$ cat src/rtl/autocorr_accumulator_if.sv
// Handshake bundle between the word source, the autocorrelation
// accumulator and the result consumer. Peak outputs need AUTOCORR_PEAK_EN.
interface autocorr_accumulator_if #(
    parameter int WIDTH  = 3,
    parameter int LAGS   = 4,
    parameter int WINDOW = 64,
    parameter int ACC_W  = $clog2(WINDOW*WIDTH+1)+1
);
    localparam int LAG_W = $clog2(LAGS);

    logic                    start;
    logic [WIDTH-1:0]        in_word;
    logic                    in_strobe;
    logic                    res_valid;
    logic                    res_ready;
    logic [LAG_W-1:0]        res_lag;
    logic signed [ACC_W-1:0] res_data;
    logic                    busy;
    logic                    done;
    logic                    overrun;
`ifdef AUTOCORR_PEAK_EN
    logic [LAG_W-1:0]        peak_lag;
    logic signed [ACC_W-1:0] peak_val;

    modport master (
        output start, in_word, in_strobe, res_ready,
        input  res_valid, res_lag, res_data, busy, done, overrun,
        input  peak_lag, peak_val
    );
    modport slave (
        input  start, in_word, in_strobe, res_ready,
        output res_valid, res_lag, res_data, busy, done, overrun,
        output peak_lag, peak_val
    );
`else
    modport master (
        output start, in_word, in_strobe, res_ready,
        input  res_valid, res_lag, res_data, busy, done, overrun
    );
    modport slave (
        input  start, in_word, in_strobe, res_ready,
        output res_valid, res_lag, res_data, busy, done, overrun
    );
`endif
endinterface

$ cat src/rtl/autocorr_accumulator.sv
// Per-lag signed match-score accumulator over a window of strobed words,
// results unloaded one lag per handshake. AUTOCORR_PEAK_EN adds peak tracking.
module autocorr_accumulator #(
    parameter int WIDTH  = 3,
    parameter int LAGS   = 4,
    parameter int WINDOW = 64,
    parameter int ACC_W  = $clog2(WINDOW*WIDTH+1)+1
) (
    input logic                  clk,
    input logic                  rst,
    autocorr_accumulator_if.slave bus
);
    localparam int LAG_W = $clog2(LAGS);
    localparam int CNT_W = $clog2(WINDOW+1);

    typedef enum logic [1:0] {IDLE, ACCUM, DUMP} state_t;

    state_t                  state;
    state_t                  state_next;
    logic [CNT_W-1:0]        n;
    logic [LAG_W-1:0]        lag;
    logic                    done_q;
    logic                    overrun_q;
    logic [WIDTH-1:0]        hist [LAGS-1];
    logic [WIDTH-1:0]        tap [LAGS];
    logic [ACC_W-1:0]        score [LAGS];
    logic signed [ACC_W-1:0] acc [LAGS];
    logic                    take;
    logic                    last;
    logic                    accept;
    logic                    last_accept;
    logic                    run_start;

    assign run_start = (state == IDLE) && bus.start;

    // Match score per lag: +1 per agreeing bit, -1 per differing bit.
    always_comb begin
        tap[0] = bus.in_word;
        for (int k = 1; k < LAGS; k++) tap[k] = hist[k-1];
        for (int k = 0; k < LAGS; k++) begin
            score[k] = ACC_W'(WIDTH)
                     - ACC_W'(2 * $countones(bus.in_word ^ tap[k]));
        end
    end

    // State register.
    always_ff @(posedge clk or posedge rst) begin
        if (rst) state <= IDLE;
        else     state <= state_next;
    end

    // Next-state and per-cycle control strobes.
    always_comb begin
        state_next  = state;
        take        = 1'b0;
        last        = 1'b0;
        accept      = 1'b0;
        last_accept = 1'b0;
        unique case (state)
            IDLE: begin
                if (bus.start) state_next = ACCUM;
            end
            ACCUM: begin
                take = bus.in_strobe;
                last = take && (n == CNT_W'(WINDOW-1));
                if (last) state_next = DUMP;
            end
            DUMP: begin
                accept      = bus.res_ready;
                last_accept = accept && (lag == LAG_W'(LAGS-1));
                if (last_accept) state_next = IDLE;
            end
            default: state_next = IDLE;
        endcase
    end

    // Accumulators, history, sample count, result index and flags.
    always_ff @(posedge clk or posedge rst) begin
        if (rst) begin
            n         <= '0;
            lag       <= '0;
            done_q    <= 1'b0;
            overrun_q <= 1'b0;
            for (int k = 0; k < LAGS; k++)   acc[k]  <= '0;
            for (int j = 0; j < LAGS-1; j++) hist[j] <= '0;
        end else begin
            done_q <= last_accept;
            if (run_start) begin
                n         <= '0;
                lag       <= '0;
                overrun_q <= 1'b0;
                for (int k = 0; k < LAGS; k++)   acc[k]  <= '0;
                for (int j = 0; j < LAGS-1; j++) hist[j] <= '0;
            end else if (state != ACCUM && bus.in_strobe) begin
                overrun_q <= 1'b1;
            end
            if (take) begin
                // Lag k only has a partner once k earlier words exist.
                for (int k = 0; k < LAGS; k++) begin
                    if (k == 0 || int'(n) >= k) acc[k] <= acc[k] + score[k];
                end
                hist[0] <= bus.in_word;
                for (int j = 1; j < LAGS-1; j++) hist[j] <= hist[j-1];
                n <= n + CNT_W'(1);
            end
            if (accept) lag <= last_accept ? '0 : lag + LAG_W'(1);
        end
    end

    assign bus.res_valid = (state == DUMP);
    assign bus.res_lag   = bus.res_valid ? lag : '0;
    assign bus.res_data  = bus.res_valid ? acc[lag] : '0;
    assign bus.busy      = (state != IDLE);
    assign bus.done      = done_q;
    assign bus.overrun   = overrun_q;

`ifdef AUTOCORR_PEAK_EN
    logic [LAG_W-1:0]        peak_lag_q;
    logic signed [ACC_W-1:0] peak_val_q;

    // Best lag >= 1 seen while unloading; ties keep the lower lag.
    always_ff @(posedge clk or posedge rst) begin
        if (rst) begin
            peak_lag_q <= '0;
            peak_val_q <= '0;
        end else if (run_start) begin
            peak_lag_q <= '0;
            peak_val_q <= '0;
        end else if (accept && lag != '0 && acc[lag] > peak_val_q) begin
            peak_lag_q <= lag;
            peak_val_q <= acc[lag];
        end
    end

    assign bus.peak_lag = peak_lag_q;
    assign bus.peak_val = peak_val_q;
`endif
endmodule

$ cat src/flat_wrapper.sv
// flat-port wrapper written by rule: the top's interface ports become plain ports
module autocorr_accumulator_flat 
#(
    parameter int WIDTH  = 3,
    parameter int LAGS   = 4,
    parameter int WINDOW = 64,
    parameter int ACC_W  = $clog2(WINDOW*WIDTH+1)+1
)
  (clk, rst, bus_start, bus_in_word, bus_in_strobe, bus_res_ready, bus_res_valid, bus_res_lag, bus_res_data, bus_busy, bus_done, bus_overrun);
  autocorr_accumulator_if #(.WIDTH(WIDTH), .LAGS(LAGS), .WINDOW(WINDOW), .ACC_W(ACC_W)) bus_i ();
  input logic clk;
  input logic rst;
  input wire logic [$bits(bus_i.start)-1:0] bus_start;
  input wire logic [$bits(bus_i.in_word)-1:0] bus_in_word;
  input wire logic [$bits(bus_i.in_strobe)-1:0] bus_in_strobe;
  input wire logic [$bits(bus_i.res_ready)-1:0] bus_res_ready;
  output wire logic [$bits(bus_i.res_valid)-1:0] bus_res_valid;
  output wire logic [$bits(bus_i.res_lag)-1:0] bus_res_lag;
  output wire logic [$bits(bus_i.res_data)-1:0] bus_res_data;
  output wire logic [$bits(bus_i.busy)-1:0] bus_busy;
  output wire logic [$bits(bus_i.done)-1:0] bus_done;
  output wire logic [$bits(bus_i.overrun)-1:0] bus_overrun;
  assign bus_i.start = bus_start;
  assign bus_i.in_word = bus_in_word;
  assign bus_i.in_strobe = bus_in_strobe;
  assign bus_i.res_ready = bus_res_ready;
  assign bus_res_valid = bus_i.res_valid;
  assign bus_res_lag = bus_i.res_lag;
  assign bus_res_data = bus_i.res_data;
  assign bus_busy = bus_i.busy;
  assign bus_done = bus_i.done;
  assign bus_overrun = bus_i.overrun;
  autocorr_accumulator #(.WIDTH(WIDTH), .LAGS(LAGS), .WINDOW(WINDOW), .ACC_W(ACC_W)) u_core (.clk(clk), .rst(rst), .bus(bus_i));
endmodule
$ cat config.mk
export PLATFORM = sky130hd
export DESIGN_NAME = autocorr_accumulator_flat
export DESIGN_NICKNAME = d
export VERILOG_FILES = /design/src/rtl/autocorr_accumulator_if.sv /design/src/rtl/autocorr_accumulator.sv /design/src/flat_wrapper.sv
export SDC_FILE = /design/constraint.sdc
export NUM_CORES = 1
export LEC_CHECK = 0
export CORE_MARGIN = 5
export CORE_UTILIZATION = 42
export DETAILED_ROUTE_END_ITERATION = 10
export DONT_BUFFER_PORTS = 1
export HOLD_SLACK_MARGIN = 0.06
export PLACE_DENSITY = 0.68
export SYNTH_ARGS = -nofsm -noshare
export SYNTH_HDL_FRONTEND = slang
export SYNTH_SLANG_ARGS = --single-unit
export TNS_END_PERCENT = 100
$ cat constraint.sdc
create_clock -name clk -period 6.5 [get_ports clk]
set_input_delay 0.65 -clock clk [delete_from_list [all_inputs] [get_ports clk]]
set_output_delay 0.65 -clock clk [all_outputs]
set_load 0.1 [all_outputs]
==> metrics.md, run 1 <==
| Metric | Value |
|---|---|
| CP Capture Type | `output port` |
| Overflow after GRT | `0` |
| CP cell instances | `nor2b_4 -> and2_1` |
| Total length of routed wires | `9170 um` |
| GRT Overall Usage | `15.6%` |
| Diodes inserted | `0` |
| LEAKAGE | `2.12 nW` |
| Placer Congestion | `slightly above 0.8` |
| Seq/Total Area, Yosys | `between 30% and 40%` |
| Tightest Pin Transition | `0.990 ns` |
| Final setup TNS | `0 ns` |
| Worst-path fanout max | `17` |
| Crit path kind | `flop to output port` |
| Worst Hold Class | `input pin to async pin` |
| Slew headroom | `between 30% and 40%` |
| # DRC | `0` |
| Minimum clock period | `3.16 ns` |
| Share of layout cells above drive strength 1 | `8.76%` |
| CTS Hold Buffers Added | `0` |
| Async set or reset register ratio after synthesis | `100%` |
| Detailed-route via count | `3248` |
| Final setup margin | `approximately 3.3 ns` |
| Syn avg cell area | `9.75 sq um` |
| F_max | `316 MHz` |
| Synthesized area | `0.00430 sq mm` |
| Post-route ant nets | `0` |
| CTS tree | `built` |
| Top cell type by total area after synthesis | `dfrtp_1` |
| Die area | `0.0124 sq mm` |
| Share of the synthesized area in the top cell type | `33.8%` |
| Required @ worst endpoint | `roughly 5.9 ns` |
| TritonRoute pass-1 iters | `4` |
| Crit-path slowest cell | `and2_1` |
| Initial antenna violation count | `0` |
| Chip Width | `roughly 110 um` |
| Clock transition at the registers of the reported paths | `around 0.070 ns` |
| Fin util | `a little under half` |
| Top post-synthesis cells by area | `dfrtp_1 34%, ha_1 14%, o21ai_0 4.8%` |
| Final Cycle Share | `48.6%` |
| Setup bufs post-CTS | `0` |
| R2R Path Start | `u_core.hist[6]` |
| CTS Buf Count | `9` |
| Most common cell after layout, fill and taps aside | `dfrtp_1` |
| Chip height | `111 um` |
| Clk_skew | `0.00605 ns` |
| # resized after CTS | `0` |
| Num rows | `37` |
| Max Root-Sink Buffers | `2` |
| DRT iter0 DRCs | `between 150 and 200` |
| Synth-to-layout area growth | `7.07%` |
| Ys Warns | `0` |
| Wire per inst | `15.8 um` |
| Primary FF master, synth | `dfrtp_1` |
| Pwr dens | `492 mW/mm^2` |
| Largest net degree at the start of global routing | `between 50 and 60` |
| Vias in the first global route | `~3300` |
| Worst stage delay on the critical path | `roughly 0.9 ns` |
| H-Tree Depth | `3` |
| I/O Pins | `23` |
| Setup Viol. Count Final | `0` |
| Maximum vdd drop | `0.000146 V` |
| Final net count | `504` |
| DP Worst Slack | `around 3.3 ns` |
| First-pass GRT wire length | `15700 um` |
| Area of the core | `0.0101 sq mm` |
| Dpl hpwl | `6830 um` |
| Post-synth cell types | `50` |
| Clock Latency Late Sink | `0.34 ns` |
| Via/cell ratio | `about 5.6` |
| FF-to-FF setup slack | `around 3.5 ns` |
| EDFF count, synth | `0` |
| Final Max Tran Viols | `0` |
| Syn Nets | `504` |
| Crit path launch type | `flop` |
| Gate count of the mapped netlist | `441` |
| Most frequent cells in the layout | `58 x dfrtp_1, 48 x inv_1, 48 x ha_1, 41 x o21ai_0, 25 x nand3_1` |
| Critical R2R Capture | `u_core.acc[26]` |
| Root Buffer | `clkbuf_8` |
| Data arrival, critical path | `between 2 and 3 ns` |
| RSZ-0062 raised after global routing | `false` |
| Fin. Hold Viols | `0` |
| Port Buffers | `0` |
| FF+latch count, synth | `58` |
| Worst reg-to-reg path cell count | `10` |
| Initial Util | `42.4%` |
| Outcome | `finished, final reports clean` |
| Final total power | `2.26 mW` |
| Max cap viols | `0` |
| Clock Sinks | `58` |
## synth_stat cells (6+ instances only)
cell	instances
o21ai_0	41
inv_1	49
nand3_1	25
fa_1	7
ha_1	48
dfrtp_1	58
nor2_1	17
a21oi_1	14
clkbuf_1	8
mux4_2	9
o211ai_1	6
xnor2_1	8
nand2_1	15
a211oi_1	7
o21a_1	11
a22o_1	11
and2_1	13
o31ai_1	9
xor2_1	18
nor3_1	6
## flip-flops by register name (all words and copies together) (netlist names)
signal and count:
u_core.acc 36, u_core.n 7, u_core.bus.done 1, u_core.hist 9, u_core.lag 2, u_core.state 2, u_core.bus.overrun 1
## how the worst max path moves through the flow
stage	slack (ns)	start	end	cells past startpoint
6_report	3.34	u_core.state[1]	bus_res_data[8]	2
5_1_grt	3.22	u_core.state[1]	bus_res_data[2]	2
4_1_cts	3.30	u_core.state[1]	bus_res_data[0]	2
3_5_place_dp	3.27	bus_in_word[0]	u_core.acc[26]	10
3_3_place_gp	3.30	bus_in_word[0]	u_core.acc[26]	10
2_1_floorplan	3.24	u_core.state[1]	bus_res_data[0]	3
## cell type report
cell class	instances	area, sq um
Timing Repair Buffer	5	37.5
Sequential cell	58	1450
Tap cell	136	170
Clock buffer	12	155
Inverter	49	184
Clock inverter	3	15.0
Multi-Input combinational cell	318	2590
Fill cell	958	5540
## through the flow
step,std cells,hold slack [ns],area [sq um]
floorplan,441,0.477,4300
global placement,566,0.505,4430
detailed placement,566,0.503,4430
CTS,581,0.424,4600
global route,581,0.427,4600
finish,581,0.400,4600
## routing by layer
layer | wire [um] | share of wire [%] | track usage [%] | up-vias
met5 | 0 | 0 | 0 | -
met4 | 148 | 1.6 | 5.11 | 0
met3 | 280 | 3.1 | 3.38 | 13
met2 | 4600 | 50 | 26.8 | 53
met1 | 4150 | 45 | 19.3 | 1599
li1 | - | - | - | 1583
## kinds of logic (layout without fill, tap and decap cells)
group | Yosys count | count (layout) | share of synthesized area (%)
flip-flops | 58 | 58 | 33.8
AND/OR/NAND/NOR | 100 | 100 | 12.2
multiplexers | 9 | 9 | 4.71
adder cells (fa/ha/maj) | 55 | 55 | 17.2
AO/OA/AOI/OAI | 128 | 128 | 20.6
buffers and inverters | 65 | 69 | 6.17
XOR/XNOR | 26 | 26 | 5.30
## where the power goes
| group | switching, mW | leakage, nW | internal, mW |
|---|---|---|---|
| clock network | 0.139 | 0.0920 | 0.155 |
| logic | 0.697 | 1.31 | 0.623 |
| registers | 0.158 | 0.724 | 0.490 |
| total | 0.994 | 2.12 | 1.27 |
## critical path: cells and delay by family (launching register included)
kind          cells  cell delay [ns]
flops             1             0.45
simple gates      2             1.70
Power figures use the tool's default switching activity.
==> run 2, diff against run 1 <==
--- a/config.mk
+++ b/config.mk
@@ -5,6 +5,7 @@
 export SDC_FILE = /design/constraint.sdc
 export NUM_CORES = 1
 export LEC_CHECK = 0
+export ABC_AREA = 1
 export CORE_MARGIN = 5
 export CORE_UTILIZATION = 42
 export DETAILED_ROUTE_END_ITERATION = 10
==> constraint.sdc (replaced) <==
create_clock -name clk -period 2.96 [get_ports clk]
set_input_delay 0.296 -clock clk [delete_from_list [all_inputs] [get_ports clk]]
set_output_delay 0.296 -clock clk [all_outputs]
set_load 0.1 [all_outputs]
==> run 2 against run 1 <==
Against the previous run:
- cell area up 9.8%
- via count is 19% higher
- worst setup slack got worse by 3.2 ns
- sequential share of layout area down 2.8 points
- utilization increased by 3.5 points
- die area increased by 3.3%
- final cell count up 31%
- area after synthesis grew 3.6%
- sequential cell count stayed put
- non-clock buffer count increased by 9
- synthesized cell count is 37% higher
==> metrics.md, run 2 <==
| Metric | Value |
|---|---|
| Outcome | `finished, final reports clean` |
| EDFF count, synth | `0` |
| Worst-path fanout max | `3` |
| CP Capture Type | `flop` |
| Most frequent cells after synthesis | `175 x nand2_1, 95 x inv_1, 58 x dfrtp_1` |
| Seq/Total Area, Yosys | `32.6%` |
| I/O Pins | `23` |
| Syn avg cell area | `7.37 sq um` |
| CTS Hold Buffers Added | `0` |
| Most common cell after layout, fill and taps aside | `nand2_1` |
| Port Buffers | `0` |
| GRT Overall Usage | `17.4%` |
| Worst Hold Class | `input pin to async pin` |
| Register area | `~0.0015 sq mm` |
| DRT iter0 DRCs | `about 160` |
| Worst stage delay on the critical path | `between 0.5 and 0.6 ns` |
| Top post-synthesis cells by area | `dfrtp_1 33%, nand2_1 15%, ha_1 13%` |
| Area of the core | `between 0.01 and 0.015 sq mm` |
| Gate count of the mapped netlist | `604` |
| Final setup TNS | `0 ns` |
| TritonRoute pass-1 iters | `5` |
| Most frequent cells in the layout | `175 x nand2_1, 94 x inv_1, 58 x dfrtp_1, 48 x ha_1, 45 x o21ai_0` |
| H-Tree Depth | `3` |
| Dpl hpwl | `8030 um` |
| Clock Latency Late Sink | `0.35 ns` |
| Clock Sinks | `between 50 and 60` |
| Total length of routed wires | `10500 um` |
| Max cap viols | `0` |
| Setup Viol. Count Final | `0` |
| Ys Warns | `0` |
| CTS tree | `built` |
| Die area | `0.0128 sq mm` |
| First-pass GRT wire length | `roughly 18000 um` |
| Share of layout cells above drive strength 1 | `under 10%` |
| Clk_skew | `0.00971 ns` |
| Minimum clock period | `2.79 ns` |
| Chip Width | `113 um` |
| Placer Congestion | `0.929` |
| Initial antenna violation count | `0` |
| Post-route ant nets | `0` |
| Hold WS | `0.0426 ns` |
| Fill count | `1009` |
| Primary FF master, synth | `dfrtp_1` |
| CTS Buf Count | `9` |
| Post-synth cell types | `23` |
| Initial Util | `43.1%` |
| F_max | `approximately 360 MHz` |
| Final net count | `682` |
| Largest register FFs | `36` |
| Fin. Hold Viols | `0` |
| Reg with most FFs | `u_core.acc` |
| RSZ-0062 raised after global routing | `false` |
| Slew headroom | `34.3%` |
| Largest registers | `u_core.acc (36), u_core.hist (9), u_core.n (7)` |
| Wire per inst | `13.9 um` |
| Num rows | `37` |
| FF+latch count, synth | `58` |
| Worst path most repeated cell | `nand2_1` |
| Via/cell ratio | `5.11` |
| # DRC | `0` |
| Chip height | `between 100 and 150 um` |
| Largest net degree at the start of global routing | `59` |
| Data arrival, critical path | `3.02 ns` |
| Vias in the first global route | `3879` |
| Syn Nets | `667` |
| Async set or reset register ratio after synthesis | `100%` |
| Most numerous cell in the Yosys netlist | `nand2_1` |
| CP cell instances | `xor2_1 -> fa_1 -> inv_1 -> ha_1 -> ha_1 -> inv_1 -> fa_1 -> o21ai_2 -> nand3_1 -> nand2_1 -> nand2_1 -> nand3_1 -> nand2_1` |
| Synth-to-layout area growth | `13.5%` |
| Share of the synthesized area in the top cell type | `32.6%` |
| Clock transition at the registers of the reported paths | `0.07 ns` |
| Root Buffer | `clkbuf_8` |
| Max Root-Sink Buffers | `2` |
| Required @ worst endpoint | `~3.2 ns` |
| Crit path launch type | `flop` |
| Final Max Tran Viols | `0` |
| Top cell type by total area after synthesis | `dfrtp_1` |
| Synthesized area | `0.00445 sq mm` |
| Crit path kind | `flop to flop` |
| Placed cells | `744` |
| Final Cycle Share | `between 90 and 100%` |
| Area of the multi-input gates | `approximately 0.0026 sq mm` |
| Diodes inserted | `0` |
| Crit-path slowest cell | `fa_1` |
| Non-filler cells, final | `roughly 760` |
| Overflow after GRT | `0` |
| Tightest Pin Transition | `0.983 ns` |
| Detailed-route via count | `3877` |
==> run 2: area by class of cell <==
type | instances | area share (%)
inverter | 98 | 7.28
sequential | 58 | 28.7
tap | 136 | 3.37
clock buffer | 12 | 2.87
clock inverter | 3 | 0.792
multi-input combinational | 438 | 52.2
timing repair buffer | 14 | 4.80
==> run 2: cells by family (layout without fill, tap and decap cells) <==
group                      Yosys count  in the layout  share of synthesized area [%]
adders and majority gates           55             55                           16.6
and+or+nand+nor                    270            270                           26.6
AOI/OAI and AO/OA                   89             89                           10.2
DFF                                 58             58                           32.6
xor gates and xnor gates            24             24                           4.72
buffers and inverters              108            127                           9.24
==> run 2: what timing repair did <==
item,in CTS,in global routing
gates resized for setup,0,2
setup endpoints to repair,0,2
setup buffers,0,0
==> run 2: metal layers <==
metal,global-route usage [%],vias to the layer above,share of wire [%]
met2,30.3,100,49
met4,4.89,0,2.1
li1,-,1945,-
met3,4.49,22,5.6
met5,0,-,0
met1,21.1,1810,43
==> run 2: per-stage QoR <==
stage | cell area (sq um) | utilization (%) | setup WS (ns)
2_1_floorplan | 4490 | - | -0.388
4_1_cts | 5050 | 48.9 | 0.0196
6_report | 5050 | 48.9 | 0.168
3_5_place_dp | 4860 | 47.1 | 0.0452
5_1_grt | 5050 | 48.9 | 0.00710
3_3_place_gp | 4860 | 47.1 | 0.0950
==> run 2: critical path, delay by kind of cell (launching register included) <==
kind | cells | cell delay [ns]
simple gates | 5 | 0.33
xor+xnor | 1 | 0.19
fa+ha+maj | 4 | 1.46
flops | 1 | 0.39
buf+inv | 2 | 0.11
compound gates | 1 | 0.18
==> run 2: worst paths after layout <==
path / to / cells past startpoint / from / slack [ns]
worst max-delay path: u_core.acc[16] / 13 / u_core.hist[4] / 0.17
worst min-delay path: u_core.n[3] / 2 / rst / 0.04
worst max register to register: u_core.acc[16] / 13 / u_core.hist[4] / 0.17
worst min register to register: u_core.acc[20] / 2 / u_core.acc[20] / 0.48
max in group asynchronous: u_core.acc[23] / 2 / rst / 2.42
min in group clk: u_core.hist[6] / 2 / bus_in_word[0] / 0.07
Power of run 2 is not shown: default switching activity piles up to over one toggle a cycle in this logic, so the estimate is an artifact.
